**src/rtl/muldiv_unit.sv**
```systemverilog
// Multi-cycle multiply/divide: radix-4 Booth multiply (16 steps), non-restoring divide (32 steps + fix).
// Optional macro MULDIV_UNSIGNED_EN adds the opUnsigned input for unsigned operation.
//
// state | meaning
// IDLE  | waiting for start; Z outputs hold the last result
// MUL   | one Booth bit-pair step per edge, Z written on the 16th
// DIV   | one non-restoring step per edge, 32 in total
// FIX   | remainder correction and sign application, Z written
// DONE  | single-cycle done pulse, then back to IDLE
module muldiv_unit #(
  parameter logic [31:0] DIV0_QUOTIENT = 32'hFFFFFFFF
) (
  input  logic        clock,
  input  logic        clear,
  input  logic        start,
  input  logic        op,
`ifdef MULDIV_UNSIGNED_EN
  input  logic        opUnsigned,
`endif
  input  logic [31:0] YdataOut,
  input  logic [31:0] BusMuxOut,
  output logic [31:0] ZhighdataOut,
  output logic [31:0] ZlowdataOut,
  output logic        busy,
  output logic        done,
  output logic        divByZero
);

  typedef enum logic [2:0] {S_IDLE, S_MUL, S_DIV, S_FIX, S_DONE} state_t;

  state_t      state_q;
  logic [4:0]  count_q;
  logic [31:0] a_q;
  logic        mul_fix_q;
  logic [63:0] mcand_q;
  logic [63:0] acc_q;
  logic [32:0] bsh_q;
  logic [33:0] rem_q;
  logic [31:0] quo_q;
  logic [31:0] dvs_q;
  logic        q_neg_q;
  logic        r_neg_q;

  logic        op_uns;
  logic        a_neg;
  logic        b_neg;
  logic [31:0] a_mag;
  logic [31:0] b_mag;
  logic [63:0] booth_add;
  logic [63:0] acc_d;
  logic [63:0] prod;
  logic [33:0] rem_sh;
  logic [33:0] rem_d;
  logic [31:0] quo_d;
  logic [31:0] rem_fix;
  logic [31:0] q_final;
  logic [31:0] r_final;

`ifdef MULDIV_UNSIGNED_EN
  assign op_uns = opUnsigned;
`else
  assign op_uns = 1'b0;
`endif

  assign a_neg = ~op_uns & YdataOut[31];
  assign b_neg = ~op_uns & BusMuxOut[31];
  assign a_mag = a_neg ? -YdataOut : YdataOut;
  assign b_mag = b_neg ? -BusMuxOut : BusMuxOut;

  always_comb begin
    booth_add = 64'h0;
    case (bsh_q[2:0])
      3'b001, 3'b010: booth_add = mcand_q;
      3'b011:         booth_add = mcand_q << 1;
      3'b100:         booth_add = -(mcand_q << 1);
      3'b101, 3'b110: booth_add = -mcand_q;
      default:        booth_add = 64'h0;
    endcase
  end

  // Booth treats B as signed; an unsigned B with its MSB set needs A*2^32 added back.
  assign acc_d = acc_q + booth_add;
  assign prod  = acc_d + (mul_fix_q ? {a_q, 32'h0} : 64'h0);

  assign rem_sh  = {rem_q[32:0], quo_q[31]};
  assign rem_d   = rem_q[33] ? rem_sh + {2'b00, dvs_q} : rem_sh - {2'b00, dvs_q};
  assign quo_d   = {quo_q[30:0], ~rem_d[33]};
  assign rem_fix = rem_q[31:0] + (rem_q[33] ? dvs_q : 32'h0);
  assign q_final = q_neg_q ? -quo_q : quo_q;
  assign r_final = r_neg_q ? -rem_fix : rem_fix;

  always_ff @(posedge clock) begin
    if (!clear) begin
      state_q      <= S_IDLE;
      count_q      <= 5'd0;
      a_q          <= 32'h0;
      mul_fix_q    <= 1'b0;
      mcand_q      <= 64'h0;
      acc_q        <= 64'h0;
      bsh_q        <= 33'h0;
      rem_q        <= 34'h0;
      quo_q        <= 32'h0;
      dvs_q        <= 32'h0;
      q_neg_q      <= 1'b0;
      r_neg_q      <= 1'b0;
      ZhighdataOut <= 32'h0;
      ZlowdataOut  <= 32'h0;
      busy         <= 1'b0;
      done         <= 1'b0;
      divByZero    <= 1'b0;
    end else begin
      done <= 1'b0;
      case (state_q)
        S_IDLE: begin
          if (start) begin
            a_q       <= YdataOut;
            mul_fix_q <= op_uns & BusMuxOut[31];
            q_neg_q   <= a_neg ^ b_neg;
            r_neg_q   <= a_neg;
            count_q   <= 5'd0;
            divByZero <= 1'b0;
            if (!op) begin
              state_q <= S_MUL;
              busy    <= 1'b1;
              mcand_q <= op_uns ? {32'h0, YdataOut} : {{32{YdataOut[31]}}, YdataOut};
              bsh_q   <= {BusMuxOut, 1'b0};
              acc_q   <= 64'h0;
            end else if (BusMuxOut == 32'h0) begin
              state_q      <= S_DONE;
              done         <= 1'b1;
              divByZero    <= 1'b1;
              ZhighdataOut <= YdataOut;
              ZlowdataOut  <= DIV0_QUOTIENT;
            end else begin
              state_q <= S_DIV;
              busy    <= 1'b1;
              rem_q   <= 34'h0;
              quo_q   <= a_mag;
              dvs_q   <= b_mag;
            end
          end
        end
        S_MUL: begin
          acc_q   <= acc_d;
          mcand_q <= mcand_q << 2;
          bsh_q   <= bsh_q >> 2;
          if (count_q == 5'd15) begin
            state_q      <= S_DONE;
            busy         <= 1'b0;
            done         <= 1'b1;
            ZhighdataOut <= prod[63:32];
            ZlowdataOut  <= prod[31:0];
          end else begin
            count_q <= count_q + 5'd1;
          end
        end
        S_DIV: begin
          rem_q <= rem_d;
          quo_q <= quo_d;
          if (count_q == 5'd31) begin
            state_q <= S_FIX;
          end else begin
            count_q <= count_q + 5'd1;
          end
        end
        S_FIX: begin
          state_q      <= S_DONE;
          busy         <= 1'b0;
          done         <= 1'b1;
          ZhighdataOut <= r_final;
          ZlowdataOut  <= q_final;
        end
        S_DONE: begin
          state_q <= S_IDLE;
        end
        default: begin
          state_q <= S_IDLE;
          busy    <= 1'b0;
        end
      endcase
    end
  end

endmodule

```
**config.mk**
```make
export PLATFORM = sky130hd
export DESIGN_NAME = muldiv_unit
export DESIGN_NICKNAME = d
export VERILOG_FILES = /design/src/rtl/muldiv_unit.sv
export SDC_FILE = /design/constraint.sdc
export NUM_CORES = 1
export LEC_CHECK = 0
export ABC_CLOCK_PERIOD_IN_PS = 8500
export BUFFER_PORTS_ARGS = -buffer_cell sky130_fd_sc_hd__buf_2
export CAP_MARGIN = 20
export CORE_ASPECT_RATIO = 0.5
export CORE_UTILIZATION = 40
export DETAILED_ROUTE_END_ITERATION = 7
export PLACE_DENSITY = 0.6
export SKIP_LAST_GASP = 1
export SYNTH_ARGS = -nofsm -noshare
export SYNTH_HDL_FRONTEND = slang
export SYNTH_SLANG_ARGS = --single-unit
```
**constraint.sdc**
```tcl
create_clock -name clock -period 8.5 [get_ports clock]
set_input_delay 0 -clock clock [delete_from_list [all_inputs] [get_ports clock]]
set_output_delay 0 -clock clock [all_outputs]
set_load 0.005 [all_outputs]
```
==> results of run 1 <==
[logic make-up (layout without fill, tap and decap cells)]
group | count (synthesis) | in the layout | share of synthesized area, %
AND/OR/NAND/NOR | 1357 | 1357 | 22.9
AO/OA/AOI/OAI | 1218 | 1218 | 29.0
buffers and inverters | 368 | 383 | 5.14
XOR/XNOR | 338 | 338 | 10.9
flip-flops | 336 | 336 | 24.7
adder cells (fa/ha/maj) | 139 | 139 | 6.47
multiplexers | 25 | 25 | 0.965
other | 0 | 2 | 0
[area by class of cell]
class / count / area (sq um) / area share [%]
antenna: 2 / 5.00 / 0.0165
sequential: 336 / 6730 / 22.2
multi-input combinational: 3077 / 19200 / 63.4
timing repair buffer: 239 / 1680 / 5.55
clock inverter: 13 / 188 / 0.620
inverter: 80 / 308 / 1.02
tap: 897 / 1120 / 3.71
clock buffer: 51 / 1050 / 3.47
[synth_stat cells, types with 14 or more instances]
master      n  share of area, %
o31ai_1    39               1.1
o21a_1     20              0.55
xnor2_1   171               5.5
and3_1     16              0.37
a21oi_1   345               6.3
a221oi_1   34               1.1
ha_1      136               6.3
or3_1      53               1.2
nor3_1     72               1.3
inv_1      79               1.1
xor2_1    167               5.4
a31oi_1    51               1.2
a22oi_1    68               1.9
nand3_1    67               1.2
o211ai_1   28              0.77
buf_1      18              0.25
or2_2      17              0.39
and2_1     53               1.2
clkbuf_1  259               3.6
a211oi_1   80               2.2
nand2_1   470               6.5
dfxtp_1   336                25
nand2b_1   31              0.71
a311oi_1   71               2.3
nor4_1     23              0.53
a21o_1     78               2.2
o21ai_0   257               4.7
o41ai_1    14              0.45
nand4_1    38              0.87
o21bai_1   24              0.66
or4_1      29              0.80
mux2i_1    15              0.55
nor2_1    428               5.9
[how the worst max path moves through the flow]
stage / slack [ns] / cells past startpoint / start / to
finish: 1.45 / 22 / mcand_q[0] / ZhighdataOut[29]
global route: 1.01 / 22 / mcand_q[0] / ZhighdataOut[25]
global placement: 1.35 / 19 / mcand_q[11] / ZhighdataOut[11]
detailed placement: 1.73 / 22 / mcand_q[0] / ZhighdataOut[29]
CTS: 1.66 / 22 / mcand_q[0] / ZhighdataOut[29]
floorplan: 2.68 / 19 / mcand_q[11] / ZhighdataOut[29]
[power by group through the flow]
stage	Combinational, W	Clock [W]	Sequential (W)
detailed placement	0.00196	0	0.00191
global route	0.00224	0.00183	0.00189
CTS	0.00199	0.00177	0.00187
global placement	0.00194	0	0.00191
floorplan	0.00152	0	0.00180
finish	0.00204	0.00174	0.00188
[registers in the layout, summed over array words and instances (netlist names)]
| register | count |
|---|---|
| mcand_q | 64 |
| acc_q | 64 |
| busy | 1 |
| dvs_q | 32 |
| bsh_q | 33 |
| r_neg_q | 1 |
| quo_q | 32 |
| state_q | 3 |
| ZhighdataOut | 32 |
| divByZero | 1 |
| ZlowdataOut | 32 |
| count_q | 5 |
| done | 1 |
| rem_q | 34 |
| q_neg_q | 1 |
[through the flow]
step / setup slack [ns] / cell area (sq um)
floorplan: 2.68 / 27200
global placement: 1.35 / 28300
detailed placement: 1.73 / 28300
CTS: 1.66 / 30200
global route: 1.01 / 30300
finish: 1.45 / 30300
[per-layer routing]
| metal | wire (um) | vias to the layer above |
|---|---|---|
| met1 | 47800 | 13600 |
| li1 | - | 13600 |
| met4 | 3330 | 4 |
| met5 | 22 | - |
| met3 | 8220 | 172 |
| met2 | 43100 | 1100 |
[worst register-to-register path: cells and delay by family, from the launching register on]
kind,cells,cell delay (ns)
and+or+nand+nor,9,3.33
AOI/OAI and AO/OA,8,2.14
adders and majority gates,2,0.73
DFF,1,0.35
xor gates and xnor gates,2,0.30
buffers and inverters,1,0.11
[timing repair]
action                    CTS  global route
resized for setup           0             0
hold buffers               65             0
hold endpoints to repair  127             0
==> flow_summary.html, run 1 <==
<table>
<tr><th>Metric</th><th>Value</th></tr>
<tr><th colspan="2">GRT</th></tr>
<tr><td>Global Route met1 Usage</td><td>42.8%</td></tr>
<tr><td>Initial antenna violation count</td><td>3</td></tr>
<tr><td>Grt peak-use layer</td><td>met1</td></tr>
<tr><td>Met3 routing resource usage after global routing</td><td>4.29%</td></tr>
<tr><td>Pin count of the biggest net entering global routing</td><td>107</td></tr>
<tr><td>Met2 usage in global routing</td><td>42.0%</td></tr>
<tr><td>Vias in the first global route</td><td>25,300</td></tr>
<tr><td>Global Route Usage Sum</td><td>28.8%</td></tr>
<tr><td>Global-route wire length before repair</td><td>157,000 um</td></tr>
<tr><td>Residual overflow from global routing</td><td>0</td></tr>
<tr><th colspan="2">Synth</th></tr>
<tr><td>EDFF count, synth</td><td>0</td></tr>
<tr><td>Area of the mapped netlist</td><td>27,200 sq um</td></tr>
<tr><td>Instance count of the mapped netlist</td><td>3,781</td></tr>
<tr><td>Fraction of registers with async set/reset</td><td>0%</td></tr>
<tr><td>Post-synthesis cell type count</td><td>83</td></tr>
<tr><td>Yosys Warn Count</td><td>0</td></tr>
<tr><td>Synthesized area per cell</td><td>7.20 sq um</td></tr>
<tr><td>Primary flip-flop cell chosen by synthesis mapping</td><td>dfxtp_1</td></tr>
<tr><td>Number of nets produced by synthesis</td><td>3,988</td></tr>
<tr><td>Synthesized flop and latch total</td><td>~340</td></tr>
<tr><td>Register area share after synthesis</td><td>24.7%</td></tr>
<tr><th colspan="2">STA</th></tr>
<tr><td>Fin crit period</td><td>7.05 ns</td></tr>
<tr><td>Hold Violations, Final</td><td>0</td></tr>
<tr><td>Fin Hold WS</td><td>0.0529 ns</td></tr>
<tr><td>Pins Over Slew Limit</td><td>0</td></tr>
<tr><td>Final-layout setup total negative slack</td><td>0 ns</td></tr>
<tr><td>Highest attainable clock frequency</td><td>0.142 GHz</td></tr>
<tr><td>Worst Clk Skew</td><td>0.0320 ns</td></tr>
<tr><td>Final period utilization</td><td>82.9%</td></tr>
<tr><td>Unrepaired setup endpoints after global routing</td><td>false</td></tr>
<tr><td>Tightest Pin Transition</td><td>roughly 1.1 ns</td></tr>
<tr><td>Remaining max-slew budget at the tightest pin</td><td>27.4%</td></tr>
<tr><td>Number of setup violations in the final report</td><td>0</td></tr>
<tr><th colspan="2">Worst setup path</th></tr>
<tr><td>Largest delay contributor family on the critical path</td><td>simple AND/OR/NAND/NOR gates</td></tr>
<tr><td>Register-to-Register Setup Slack</td><td>1.45 ns</td></tr>
<tr><td>Slowest stage cell, crit path</td><td>nor4b_1</td></tr>
<tr><td>Launching point of the worst reg2reg path</td><td>mcand_q[0]</td></tr>
<tr><td>Crit path cell chain</td><td>inv_1 &gt; ha_1 &gt; nor4b_1 &gt; nand3_1 &gt; or2_2 &gt; or2_2 &gt; nor3_1 &gt; xnor2_1 &gt; a22oi_1 &gt; o21ai_0 &gt; ha_1 &gt; nand4_1 &gt; or4_1 &gt; or4_1 &gt; o32ai_1 &gt; o21ai_1 &gt; o211ai_1 &gt; a21oi_1 &gt; o31ai_1 &gt; xnor2_1 &gt; nor2_1 &gt; o311a_1</td></tr>
<tr><td>Crit path buffers/inverters</td><td>1</td></tr>
<tr><td>Critical path data required time</td><td>8.97 ns</td></tr>
<tr><td>Worst reg-to-reg path cell count</td><td>22</td></tr>
<tr><td>Critical R2R Capture</td><td>ZhighdataOut[29]</td></tr>
<tr><td>Maximum cell stage delay along the critical path</td><td>approximately 0.64 ns</td></tr>
<tr><td>Max Fanout on Critical Path</td><td>9</td></tr>
<tr><td>Arrival time of the worst setup path</td><td>around 7.5 ns</td></tr>
<tr><td>Startpoint type of the worst setup path</td><td>flip-flop</td></tr>
<tr><td>Worst Path Class, Setup</td><td>reg2reg</td></tr>
<tr><td>CP Capture Type</td><td>flip-flop</td></tr>
<tr><th colspan="2">Clock network</th></tr>
<tr><td>Worst skew pair latency</td><td>0.58 ns</td></tr>
<tr><td>Post-CTS setup buffers</td><td>0</td></tr>
<tr><td>Num CTS Buffers</td><td>37</td></tr>
<tr><td>Clock tree from TritonCTS</td><td>yes</td></tr>
<tr><td>Cell at the root of the clock tree</td><td>clkbuf_16</td></tr>
<tr><td>Clk sink count</td><td>roughly 340</td></tr>
<tr><td>Buffer levels on the longest clock path</td><td>3</td></tr>
<tr><td>Total number of H-tree levels</td><td>2</td></tr>
<tr><td>Clock input transition at the sequential cells of the worst setup and hold paths</td><td>~0.07 ns</td></tr>
<tr><th colspan="2">Pwr</th></tr>
<tr><td>Largest voltage drop on the vdd net</td><td>123 uV</td></tr>
<tr><td>Fraction of power consumed by sequential logic</td><td>33.2%</td></tr>
<tr><td>Post-layout power</td><td>0.00566 W</td></tr>
<tr><td>Power Dens Cells</td><td>around 190 nW/um^2</td></tr>
<tr><td>P_int</td><td>between 0.003 and 0.004 W</td></tr>
<tr><td>Switching Share</td><td>39.2%</td></tr>
<tr><td>Reported net switching power</td><td>0.00222 W</td></tr>
<tr><td>Leakage dissipation</td><td>12.2 nW</td></tr>
<tr><td>Proportion of power drawn by the clock network</td><td>a little under a third</td></tr>
<tr><td>Combinational Power Share</td><td>36.1%</td></tr>
<tr><th colspan="2">Detailed routing</th></tr>
<tr><td>Number of vias after detailed routing</td><td>28,500</td></tr>
<tr><td>Antenna Nets Post-Route</td><td>0</td></tr>
<tr><td>Remaining routing DRC violations</td><td>0</td></tr>
<tr><td>Aggregate routed wire length</td><td>102,000 um</td></tr>
<tr><td>TritonRoute pass-1 iters</td><td>6</td></tr>
<tr><td>DR WL/cell</td><td>~22 um</td></tr>
<tr><td>Ratio of routed vias to standard cells</td><td>6.06</td></tr>
<tr><td>Iter 0 DRT Violations</td><td>roughly 3,300</td></tr>
<tr><th colspan="2">Worst hold path</th></tr>
<tr><td>Hold_sp</td><td>YdataOut[30]</td></tr>
<tr><td>Class of the tightest hold or removal check</td><td>in2reg</td></tr>
<tr><td>Cells on Worst Hold Path</td><td>5</td></tr>
<tr><td>Worst Hold Endpoint</td><td>quo_q[30]</td></tr>
<tr><th colspan="2">Place</th></tr>
<tr><td>Half-perimeter wire length after placement</td><td>74,400 um</td></tr>
<tr><td>Number of I/O port buffers</td><td>about 130</td></tr>
<tr><td>Placed cell count</td><td>4,561</td></tr>
<tr><td>Weighted congestion at the end of routability-driven global placement</td><td>0.958</td></tr>
<tr><th colspan="2">Layout</th></tr>
<tr><td>Number of fill cells in the layout</td><td>6,831</td></tr>
<tr><td>Most common library cell in the layout ignoring fill and taps</td><td>nand2_1</td></tr>
<tr><td>Post-layout nets</td><td>3,978</td></tr>
<tr><td>Commonest non-fill, non-tap cells in the layout</td><td>nand2_1 (468), nor2_1 (427), a21oi_1 (344)</td></tr>
<tr><td>Ratio of cells with drive above 1 in the final layout</td><td>8.01%</td></tr>
<tr><td>Relative area change from synthesis to final layout</td><td>11.2%</td></tr>
<tr><td>Filler-free cell count of the finished design</td><td>between 4,000 and 5,000</td></tr>
<tr><td>Fraction of the core area covered by cells at the end of the flow</td><td>between 40 and 50%</td></tr>
<tr><th colspan="2">Floorplanning</th></tr>
<tr><td>Die footprint</td><td>69,200 sq um</td></tr>
<tr><td>Starting Density</td><td>40.5%</td></tr>
<tr><td>Num rows</td><td>67</td></tr>
<tr><td>Vertical die dimension</td><td>between 150 and 200 um</td></tr>
<tr><td>Die X</td><td>371 um</td></tr>
<tr><td>CORE AREA</td><td>67,100 sq um</td></tr>
<tr><td>Io pins</td><td>135</td></tr>
<tr><th colspan="2">Job</th></tr>
<tr><td>Max-capacitance violation count</td><td>0</td></tr>
<tr><th colspan="2">Run status</th></tr>
<tr><td>Run status</td><td>finished clean</td></tr>
</table>
(Power assumes the default switching activity.)
==> run 2, diff against run 1 <==
--- a/config.mk
+++ b/config.mk
@@ -5,7 +5,7 @@
 export SDC_FILE = /design/constraint.sdc
 export NUM_CORES = 1
 export LEC_CHECK = 0
-export ABC_CLOCK_PERIOD_IN_PS = 8500
+export ABC_CLOCK_PERIOD_IN_PS = 6570
 export BUFFER_PORTS_ARGS = -buffer_cell sky130_fd_sc_hd__buf_2
 export CAP_MARGIN = 20
 export CORE_ASPECT_RATIO = 0.5
==> constraint.sdc (replaced) <==
create_clock -name clock -period 6.57 [get_ports clock]
set_input_delay 0 -clock clock [delete_from_list [all_inputs] [get_ports clock]]
set_output_delay 0 -clock clock [all_outputs]
set_load 0.005 [all_outputs]
==> run 2 against run 1 <==
Utilization is 0.37 points higher; global-route usage hardly changed; final cell count is 0.55% higher; largest power group unchanged; via count is 0.63% higher; sequential share of layout area is 0.18 points lower; largest cell class unchanged; first-iteration DRC count is 10% lower; final area is 0.82% higher; highest routed layer is now met4; clock power is 34% higher; flip-flop and latch count stayed put.
==> flow_summary.html, run 2 (synthesis results as in run 1) <==
<table>
<tr><th>Metric</th><th>Value</th></tr>
<tr><th colspan="2">Detailed routing</th></tr>
<tr><td>Number of vias after detailed routing</td><td>28,600</td></tr>
<tr><td>Aggregate routed wire length</td><td>103,000 um</td></tr>
<tr><td>Iter 0 DRT Violations</td><td>2,978</td></tr>
<tr><td>Antenna Nets Post-Route</td><td>0</td></tr>
<tr><td>Ratio of routed vias to standard cells</td><td>roughly 6</td></tr>
<tr><td>Remaining routing DRC violations</td><td>0</td></tr>
<tr><td>DR WL/cell</td><td>21.7 um</td></tr>
<tr><td>TritonRoute pass-1 iters</td><td>7</td></tr>
<tr><th colspan="2">Pwr</th></tr>
<tr><td>Proportion of power drawn by the clock network</td><td>around a third</td></tr>
<tr><td>Combinational Power Share</td><td>36.0%</td></tr>
<tr><td>Switching Share</td><td>39.0%</td></tr>
<tr><td>Fraction of power consumed by sequential logic</td><td>around a third</td></tr>
<tr><td>Largest voltage drop on the vdd net</td><td>175 uV</td></tr>
<tr><td>Leakage dissipation</td><td>12.3 nW</td></tr>
<tr><td>Reported net switching power</td><td>0.00289 W</td></tr>
<tr><td>Power Dens Cells</td><td>243 nW/um^2</td></tr>
<tr><td>P_int</td><td>0.00452 W</td></tr>
<tr><th colspan="2">GRT</th></tr>
<tr><td>Global-route wire length before repair</td><td>between 150,000 and 200,000 um</td></tr>
<tr><td>Pin count of the biggest net entering global routing</td><td>152</td></tr>
<tr><td>Initial antenna violation count</td><td>1</td></tr>
<tr><td>Global Route Usage Sum</td><td>28.8%</td></tr>
<tr><td>Residual overflow from global routing</td><td>0</td></tr>
<tr><td>Vias in the first global route</td><td>25,700</td></tr>
<tr><th colspan="2">Layout</th></tr>
<tr><td>Commonest non-fill, non-tap cells in the layout</td><td>nand2_1 (468), nor2_1 (427), a21oi_1 (344)</td></tr>
<tr><td>Ratio of cells with drive above 1 in the final layout</td><td>8.92%</td></tr>
<tr><td>Number of fill cells in the layout</td><td>6,845</td></tr>
<tr><td>Largest registers in the final layout</td><td>acc_q (64), mcand_q (64), rem_q (34)</td></tr>
<tr><td>Post-layout nets</td><td>approximately 4,000</td></tr>
<tr><td>Most common library cell in the layout ignoring fill and taps</td><td>nand2_1</td></tr>
<tr><td>Relative area change from synthesis to final layout</td><td>12.1%</td></tr>
<tr><th colspan="2">Worst setup path</th></tr>
<tr><td>Slowest stage cell, crit path</td><td>or4_1</td></tr>
<tr><td>Crit path cell chain</td><td>nor4_1 &gt; nand4_1 &gt; or3_1 &gt; nor3_1 &gt; nand2b_1 &gt; xnor2_1 &gt; a221oi_1 &gt; a21oi_1 &gt; ha_1 &gt; nand2_1 &gt; or4_1 &gt; or4_1 &gt; o32ai_2 &gt; o21ai_2 &gt; o211ai_1 &gt; a21oi_1 &gt; o31ai_1 &gt; xnor2_1 &gt; nor2_1 &gt; o311a_1</td></tr>
<tr><td>Arrival time of the worst setup path</td><td>6.69 ns</td></tr>
<tr><td>Critical path data required time</td><td>approximately 7.0 ns</td></tr>
<tr><td>Worst Path Class, Setup</td><td>reg2reg</td></tr>
<tr><td>Startpoint type of the worst setup path</td><td>flip-flop</td></tr>
<tr><td>CP Capture Type</td><td>flip-flop</td></tr>
<tr><td>Maximum cell stage delay along the critical path</td><td>approximately 0.59 ns</td></tr>
<tr><td>Register-to-Register Setup Slack</td><td>0.33 ns</td></tr>
<tr><td>Max Fanout on Critical Path</td><td>8</td></tr>
<tr><th colspan="2">Floorplanning</th></tr>
<tr><td>Die X</td><td>371 um</td></tr>
<tr><td>Io pins</td><td>135</td></tr>
<tr><td>CORE AREA</td><td>67,100 sq um</td></tr>
<tr><td>Num rows</td><td>67</td></tr>
<tr><td>Vertical die dimension</td><td>between 150 and 200 um</td></tr>
<tr><td>Starting Density</td><td>40.5%</td></tr>
<tr><td>Die footprint</td><td>69,200 sq um</td></tr>
<tr><th colspan="2">Place</th></tr>
<tr><td>Number of I/O port buffers</td><td>roughly 130</td></tr>
<tr><td>Weighted congestion at the end of routability-driven global placement</td><td>0.958</td></tr>
<tr><td>Half-perimeter wire length after placement</td><td>75,100 um</td></tr>
<tr><th colspan="2">STA</th></tr>
<tr><td>Remaining max-slew budget at the tightest pin</td><td>15.9%</td></tr>
<tr><td>Unrepaired setup endpoints after global routing</td><td>false</td></tr>
<tr><td>Number of setup violations in the final report</td><td>0</td></tr>
<tr><td>Fin Hold WS</td><td>slightly above 0.05 ns</td></tr>
<tr><td>Tightest Pin Transition</td><td>1.25 ns</td></tr>
<tr><td>Pins Over Slew Limit</td><td>0</td></tr>
<tr><td>Final-layout setup total negative slack</td><td>0 ns</td></tr>
<tr><td>Worst Clk Skew</td><td>around 0.021 ns</td></tr>
<tr><td>Highest attainable clock frequency</td><td>about 0.16 GHz</td></tr>
<tr><td>Hold Violations, Final</td><td>0</td></tr>
<tr><td>Final period utilization</td><td>a little over nine tenths</td></tr>
<tr><td>Fin crit period</td><td>around 6.2 ns</td></tr>
<tr><th colspan="2">Clock network</th></tr>
<tr><td>Clk sink count</td><td>about 340</td></tr>
<tr><td>Post-CTS setup buffers</td><td>0</td></tr>
<tr><td>Total number of H-tree levels</td><td>2</td></tr>
<tr><td>Buffer levels on the longest clock path</td><td>3</td></tr>
<tr><td>Worst skew pair latency</td><td>0.57 ns</td></tr>
<tr><td>Clock tree from TritonCTS</td><td>yes</td></tr>
<tr><td>Cell at the root of the clock tree</td><td>clkbuf_16</td></tr>
<tr><td>Clock input transition at the sequential cells of the worst setup and hold paths</td><td>0.06 ns</td></tr>
<tr><td>Num CTS Buffers</td><td>38</td></tr>
<tr><th colspan="2">Worst hold path</th></tr>
<tr><td>Class of the tightest hold or removal check</td><td>in2reg</td></tr>
<tr><th colspan="2">Job</th></tr>
<tr><td>Max-capacitance violation count</td><td>0</td></tr>
<tr><th colspan="2">Run status</th></tr>
<tr><td>Run status</td><td>finished clean</td></tr>
</table>
[run 2: critical path: cells and delay by family (launching register included)]
kind            cells  cell delay [ns]
simple gates        9             3.07
xor+xnor            2             0.25
compound gates      8             1.98
fa+ha+maj           1             0.41
flops               1             0.39
[run 2: cell type report]
cell class,count,area [sq um],area share (%)
inverters,80,308,1.01
clock buffers,50,1090,3.56
repair buffers,262,1850,6.05
well taps,897,1120,3.68
flip-flops and latches,336,6730,22.1
diodes,1,2.50,0.00820
clock inverters,18,221,0.726
multi-input cells,3077,19200,62.9
[run 2: timing repair]
item | CTS | global route
setup endpoints to repair | 0 | 4
hold endpoints to repair | 110 | 0
hold buffers | 63 | 0
resized for setup | 0 | 4
[run 2: layer usage]
metal	global-route usage (%)	part of all wire (%)	wire [um]
met3	4.62	7.5	7650
met1	42.1	47	48200
met4	9.43	3.5	3550
met2	42.6	42	43200
met5	0	0	0
[run 2: per-stage QoR]
stage	cells	cell area (sq um)	total power (W)	utilization, %	worst slack [ns]
final	4721	30500	0.00741	45.5	0.328
after global routing	4720	30500	0.00780	45.4	0.0173
after CTS	4719	30500	0.00739	45.4	0.315
after detailed placement	4588	28500	0.00502	42.5	0.338
after global placement	4588	28500	0.00500	42.5	0.365
after floorplan	3781	27200	0.00429	-	0.750
[run 2: path summary, 6_finish.rpt]
kind / start / endpoint / cells after the start
max: mcand_q[2] / ZhighdataOut[29] / 20
min: clear / ZhighdataOut[29] / 3
max reg2reg: mcand_q[2] / ZhighdataOut[29] / 20
min reg2reg: ZhighdataOut[4] / ZhighdataOut[4] / 2
[run 2: power by group through the flow]
stage / clock network, W / registers (W) / logic, W
2_1_floorplan: 0 / 0.00233 / 0.00197
3_3_place_gp: 0 / 0.00245 / 0.00255
3_5_place_dp: 0 / 0.00245 / 0.00257
4_1_cts: 0.00237 / 0.00240 / 0.00262
5_1_grt: 0.00244 / 0.00243 / 0.00293
6_report: 0.00233 / 0.00241 / 0.00267
